**src/rtl/fetch_sequencer.sv**
```systemverilog
// Instruction fetch sequencer: one outstanding imem request, redirect/squash handling, sticky misaligned fault.
// Optional opcode legality flag on out_illegal when FETCH_OPCODE_CHECK_EN is defined (tied to 0 otherwise).
module fetch_sequencer #(
  parameter logic [31:0] RESET_PC = 32'h0000_0000
) (
  input  logic        clk,
  input  logic        rst,
  output logic        imem_req_valid,
  output logic [31:0] imem_req_addr,
  input  logic        imem_req_ready,
  input  logic        imem_rsp_valid,
  input  logic [31:0] imem_rsp_data,
  input  logic        redirect_valid,
  input  logic [31:0] redirect_target,
  output logic        out_valid,
  input  logic        out_ready,
  output logic [31:0] out_data,
  output logic [31:0] out_pc,
  output logic        out_illegal,
  output logic        fault
);

  typedef enum logic [2:0] {IDLE, REQ, WAIT, HOLD, FAULT} state_t;

  state_t      state;
  logic [31:0] pc;
  logic        squash;
  logic        bad_target;

  assign imem_req_addr = pc;
  assign bad_target    = redirect_valid && (redirect_target[1:0] != 2'b00);

`ifdef FETCH_OPCODE_CHECK_EN
  logic illegal_q;
  assign out_illegal = illegal_q;

  function automatic logic opcode_illegal(input logic [6:0] op);
    case (op)
      7'b0110111, 7'b0010111, 7'b1101111, 7'b1100111, 7'b0000011,
      7'b0100011, 7'b0010011, 7'b0110011, 7'b1100011: opcode_illegal = 1'b0;
      default:                                        opcode_illegal = 1'b1;
    endcase
  endfunction
`else
  assign out_illegal = 1'b0;
`endif

  always_ff @(posedge clk) begin
    if (rst) begin
      state          <= IDLE;
      pc             <= RESET_PC;
      squash         <= 1'b0;
      imem_req_valid <= 1'b0;
      out_valid      <= 1'b0;
      out_data       <= 32'h0;
      out_pc         <= 32'h0;
      fault          <= 1'b0;
`ifdef FETCH_OPCODE_CHECK_EN
      illegal_q      <= 1'b0;
`endif
    end else if (state != FAULT && bad_target) begin
      state          <= FAULT;
      fault          <= 1'b1;
      squash         <= 1'b0;
      imem_req_valid <= 1'b0;
      out_valid      <= 1'b0;
    end else begin
      case (state)
        IDLE: begin
          if (redirect_valid) pc <= redirect_target;
          state          <= REQ;
          imem_req_valid <= 1'b1;
        end
        REQ: begin
          if (redirect_valid) begin
            pc <= redirect_target;
            // Handshake already happened at the old pc: its response must be dropped.
            if (imem_req_ready) begin
              squash         <= 1'b1;
              state          <= WAIT;
              imem_req_valid <= 1'b0;
            end
          end else if (imem_req_ready) begin
            state          <= WAIT;
            imem_req_valid <= 1'b0;
          end
        end
        WAIT: begin
          if (imem_rsp_valid) begin
            squash <= 1'b0;
            if (redirect_valid || squash) begin
              if (redirect_valid) pc <= redirect_target;
              state          <= REQ;
              imem_req_valid <= 1'b1;
            end else begin
              out_data  <= imem_rsp_data;
              out_pc    <= pc;
              out_valid <= 1'b1;
              state     <= HOLD;
`ifdef FETCH_OPCODE_CHECK_EN
              illegal_q <= opcode_illegal(imem_rsp_data[6:0]);
`endif
            end
          end else if (redirect_valid) begin
            pc     <= redirect_target;
            squash <= 1'b1;
          end
        end
        HOLD: begin
          // A redirect wins over the sequential pc+4 even when the decoder consumes this cycle.
          if (redirect_valid || out_ready) begin
            pc             <= redirect_valid ? redirect_target : pc + 32'd4;
            out_valid      <= 1'b0;
            state          <= REQ;
            imem_req_valid <= 1'b1;
          end
        end
        FAULT: state <= FAULT;
        default: state <= IDLE;
      endcase
    end
  end

endmodule

```
**config.mk**
```make
export PLATFORM = sky130hd
export DESIGN_NAME = fetch_sequencer
export DESIGN_NICKNAME = d
export VERILOG_FILES = /design/src/rtl/fetch_sequencer.sv
export SDC_FILE = /design/constraint.sdc
export NUM_CORES = 1
export LEC_CHECK = 0
export ABC_AREA = 1
export BUFFER_PORTS_ARGS = -buffer_cell sky130_fd_sc_hd__buf_2
export CORE_ASPECT_RATIO = 0.9
export CORE_UTILIZATION = 45
export CTS_BUF_LIST = sky130_fd_sc_hd__clkbuf_4
export DETAILED_ROUTE_END_ITERATION = 8
export PLACE_DENSITY = 0.73
export SYNTH_ARGS = -nofsm -noshare
export SYNTH_HDL_FRONTEND = slang
export SYNTH_SLANG_ARGS = --single-unit
```
**constraint.sdc**
```tcl
create_clock -name clk -period 4.7 [get_ports clk]
set_input_delay 0.47 -clock clk [delete_from_list [all_inputs] [get_ports clk]]
set_output_delay 0.47 -clock clk [all_outputs]
set_load 0.05 [all_outputs]
```
-- After elaboration in Yosys (flattened, before gate mapping)
Cells that the tools add are included.
- register bits after elaboration: 103
- bits of input ports: 70
- output and inout bits: 100
- word-level logic and storage cells: 73
- add/sub/neg operators: 1
- eq/ne operators: 16
- multiplexer cells: 26
- bitwise gates (word level): 2
- reduce and logical (&&, ||, !) cells: 19
- operator list (kind ; number):
    2-to-1 mux 32 bit ; 5
    one-hot mux 32 bit (3 select lines) ; 1
    adder 32 x 3 -> 32 bit (second input constant) ; 1
    != test 3 bit (second input constant) ; 6
    AND reduction 4 bit ; 4
    one-hot mux 3 bit (5 select lines) ; 1
    2-to-1 mux 3 bit ; 4
    != test 2 bit (second input constant) ; 6
    2-to-1 mux 1 bit ; 11
    equality test 3 x 2 -> 1 bit (second input constant) ; 2
    AND reduction 3 bit ; 2
    nonzero test 2 bit ; 3
    AND reduction 5 bit ; 1
    one-hot mux 1 bit (2 select lines) ; 2
    one-hot mux 1 bit (4 select lines) ; 1
    nonzero test 4 bit ; 1
    OR reduction 2 bit ; 2
    equality test 3 x 1 -> 1 bit (second input constant) ; 1
    equality test 3 bit (second input constant) ; 1
    zero test 3 bit ; 1
    nonzero test 3 bit ; 1
    logical AND 1 bit ; 2
    logical OR 1 bit ; 2
    2-to-1 mux 2 bit ; 1
    inverter 1 bit ; 2

-- Longest topological paths before layout
- depth in word-level cells: 5
- depth in mapped cells: 10
- depth with buffers taken out: 10

-- Least setup slack after synthesis
No wires, ideal clock.
- kind: register -> register
- start: register pc[3] (netlist: imem_req_addr[3])
- end: register pc[22] (netlist: imem_req_addr[22])
- setup time: 117 ps
- arrival time: 1789 ps
- required time: 4583 ps
- setup slack: 2794 ps
- cell stages (with the launch flop): 11
- buffers on the path: 0
- clock period less this slack: 1906 ps
- path through: dfxtp_1 -> ha_1 -> inv_1 -> nor2_1 -> nand2_1 -> nor2_4 -> nand3_1 -> nand2_1 -> nand2_1 -> o21ai_0 -> nor2_1
- word-level cells in the longest chain between the ends: 4
- RTL lines (what ; RTL line ; source):
    from (decl) ; 26 ; logic [31:0] pc;
    from (signal assigned) ; 70 ; if (redirect_valid) pc <= redirect_target;
    from (signal assigned) ; 76 ; pc <= redirect_target;
    from (signal assigned) ; 92 ; if (redirect_valid) pc <= redirect_target;
    adder 32 x 3 -> 32 bit ; 112 ; pc <= redirect_valid ? redirect_target : pc + 32'd4;
    2-to-1 mux 32 bit ; 112 ;
    2-to-1 mux 32 bit ; 111 ; if (redirect_valid || out_ready) begin
    one-hot mux 32 bit (3 select lines) ; 68 ; case (state)
No other way between the ends. The select of a mux whose other input is x is not followed.
A chain may end at the register's enable or synchronous reset.

-- Final worst setup path
- start: register state[1]
- end: register out_pc[9]
- word-level cells in the longest chain between the ends: 4
- elaborated cells between the ends (all ways): 5
- classes of those cells: 2 x eq/ne; 1 x bitwise; 2 x reduce/logical
- RTL lines (what ; RTL line ; source):
    from (decl) ; 25 ; state_t state;
    from (signal assigned) ; 50 ; state <= IDLE;
    from (signal assigned) ; 62 ; state <= FAULT;
    from (signal assigned) ; 71 ; state <= REQ;
    != test 3 bit ; 61 ; end else if (state != FAULT && bad_target) begin
    logical AND 1 bit ; 61 ;
    inverter 1 bit (no line) ; n/a ;
    AND reduction 4 bit (no line) * ; n/a ;
    to (signal assigned) ; 97 ; out_pc <= pc;
    to (decl) ; 18 ; output logic [31:0] out_pc,
Mark *: on every way between the ends. The rest lies on a longest branch, timed or not.

==> flow_metrics.py <==
metrics = {
    "die": {
        "die_h_um": 101,
        "die_area_mm2": 0.0112,
        "die_w_um": 112,
        "boundaryPins": 170,
        "num_rows": 35,
        "core-area_mm2": 0.0104,
        "start_util_pct": 46.9,
    },
    "synth": {
        "ys_async_sr_fraction_pct": 0,
        "synth_commonest_cells": "nor2_1 (190), nand2_1 (153), dfxtp_1 (103)",
        "synthDistinctLibCells": 35,
        "synth_top_area_cell": "dfxtp_1",
        "ys_ff_latch": 103,
        "synth_fp_nets": 798,
        "syn-cell-area_mm2": 0.00487,
        "synth_ff_type": "dfxtp_1",
        "yosysSeqAreaShare_pct": 42.3,
        "yosys.area.top_type_share_pct": 42.3,
        "synth-warning-count": 0,
        "synth_edf_count": 0,
        "synth_area_leaders": "dfxtp_1 (42%), nor2_1 (15%), nand2_1 (12%), o21ai_0 (9.5%), a21oi_1 (5.1%)",
        "synth.most_common_cell": "nor2_1",
        "syn_inst": 727,
        "syn_avg_cell_area_um2": 6.70,
    },
    "timing": {
        "finalHoldViolations": 0,
        "fin_tns_setup_ps": 0,
        "fmax_mhz": 370,
        "finClkSkew_ps": 19.6,
        "tightest_slew_ps": 906,
        "relSlewSlack_pct": 39.4,
        "finalCritPeriodShare_pct": 57.5,
        "rsz0062_at_grt": "false",
        "layout_setup_ws_ps": 2000,
        "slew_violations": 0,
        "period_minus_slack_ps": 2700,
        "setup_viol": 0,
    },
    "placed_design": {
        "gp_congestion": 0.874,
        "io_buffers": 168,
        "hpwlAfterDp_um": 9510,
        "place_area_mm2": 0.00565,
        "placedCellCount": 988,
        "post-place-ws_ps": 1930,
    },
    "setup_path": {
        "critPathRequiredTime_ps": 5090,
        "cp_max_fo": 51,
        "r2r_slack_ps": 2000,
        "crit_type": "reg -> reg",
        "ff2ff_path_depth": 9,
        "cp-start-kind": "flip-flop",
        "r2r-start": "state[1]",
        "arrival_ps": 3090,
        "cp-end-kind": "flip-flop",
        "timing.rr.end": "out_pc[9]",
    },
    "grt": {
        "grt_max_degree": 52,
        "grt_first_pass_wirelength_um": 21100,
        "overflow": 0,
        "antenna_found_initial": 0,
        "grt_pass1_vias": 4269,
        "grt_use_total_pct": 23.5,
    },
    "cts": {
        "cts_resized": 0,
        "cts_setup_buffers": 0,
        "clkSlewWorstSetupHoldPaths_ps": 180,
        "cts-root-buf": "clkbuf_4",
        "cts_hold_buf": 0,
        "cts_tree": "built",
        "worstSkewPairLatency_ps": 460,
        "cts.path.max_buffers": 2,
        "htree_levels": 3,
        "cts_buffers": 9,
        "cts_sinks": 103,
    },
    "outcome": {
        "status": "finished with violations",
        "violations": "design-rule violations",
    },
    "layout": {
        "fin_area_mm2": 0.00579,
        "postLayoutCoreUtil_pct": 55.8,
        "nets": 941,
        "antenna_cells": 0,
        "area_delta_synth_final_pct": 18.9,
        "drive_gt1_share_pct": 23.1,
        "stdcell_count": 1004,
    },
    "hold_path": {
        "min_path_cells": 3,
        "min-delay-start": "imem_rsp_data[17]",
        "whs_endpoint": "out_data[17]",
        "hold_class": "in -> reg",
    },
    "power_and_ir_drop": {
        "ir_worst_vdd_uv": 130,
        "power_density_mw_per_mm2": 306,
        "leakage_nw": 2.57,
    },
    "routing": {
        "avgViaCountPerCell": 4.94,
        "drtIter0Drc": 488,
        "drt_pre_antenna_iters": 7,
        "wl_um": 13100,
        "wl_per_cell_um": 13.0,
        "antenna_left": 0,
        "via_count": 4955,
        "drc": 14,
    },
    "run": {
        "cap_violations": 0,
    },
}
==> flip-flops by register name (all words and copies together) (netlist names) <==
name	flops
imem_req_addr	32
out_data	32
out_pc	32
state	3
fault	1
imem_req_valid	1
out_valid	1
squash	1
==> cell usage in the layout (no fill, tap or decap) <==
master,n
a211oi_1,1
a21oi_1,50
and3_4,1
buf_2,168
buf_4,3
clkbuf_4,9
clkinv_4,3
clkinv_8,1
conb_1,1
dfxtp_1,103
ha_1,1
inv_1,32
inv_2,6
inv_6,2
inv_8,1
mux2i_1,1
nand2_1,153
nand2_2,1
nand2_4,1
nand3_1,29
nand3_4,1
nand3b_1,1
nand4_1,6
nand4_2,1
nor2_1,190
nor2_4,3
nor3_1,1
nor3_2,1
o211a_1,1
o21ai_0,92
o21ai_1,3
o22ai_1,2
xnor2_1,3
xor2_1,3
==> kinds of logic (layout without fill, tap and decap cells) <==
group | count (synthesis) | in the layout | synth area share (%)
multiplexers | 1 | 1 | 0.206
XOR/XNOR | 6 | 6 | 1.08
other | 1 | 1 | 0.0770
flip-flops | 103 | 103 | 42.3
buffers and inverters | 77 | 225 | 7.96
AO/OA/AOI/OAI | 149 | 149 | 15.5
AND/OR/NAND/NOR | 389 | 389 | 32.6
adder cells (fa/ha/maj) | 1 | 1 | 0.257
==> worst max path at each step <==
stage / start / to / slack (ps) / cells after the start
3_5_place_dp: redirect_valid / out_pc[25] / 1930 / 9
3_3_place_gp: redirect_valid / out_pc[27] / 1970 / 9
4_1_cts: state[1] / out_pc[9] / 1990 / 9
2_1_floorplan: imem_req_addr[3] / imem_req_addr[22] / 2790 / 10
6_report: state[1] / out_pc[9] / 2000 / 9
5_1_grt: state[1] / out_pc[29] / 1640 / 9
==> where the power goes <==
group	switching [mW]	internal [mW]	total, mW
Combinational	0.257	0.0995	0.356
Sequential	0.0515	0.914	0.966
Clock	0.325	0.124	0.449
Total	0.634	1.14	1.77
==> critical path, cell delays in order, from the launching register on <==
cell and delay [ps]:
dfxtp_1 430, inv_1 80, nor3_2 190, inv_2 80, nor2_4 110, nand2_2 450, inv_2 690, buf_4 350
o21ai_0 110, a21oi_1 140
==> cell type report <==
type                       instances  area (um2)
timing repair buffer             171         863
multi-input combinational        547        2420
sequential                       103        2060
clock buffer                       9        67.6
clock inverter                     7        71.3
tap                              129         161
fill                            1036        4590
inverter                          38         143
==> per-layer routing <==
metal / wire [um] / vias up / global-route usage [%] / part of all wire [%]
met5: 0 / - / 0 / 0
met4: 184 / 0 / 6.34 / 1.4
met3: 783 / 17 / 4.81 / 6.0
met2: 5620 / 154 / 35.3 / 43
met1: 6490 / 2168 / 34.0 / 50
li1: - / 2616 / - / -
==> per-stage QoR <==
stage | power [mW] | hold slack [ps]
6_report | 1.77 | 238
5_1_grt | 1.86 | 209
4_1_cts | 1.79 | 215
3_5_place_dp | 1.34 | 441
3_3_place_gp | 1.34 | 439
2_1_floorplan | 1.25 | 433
Note: power is estimated with default switching activity, not from simulation.
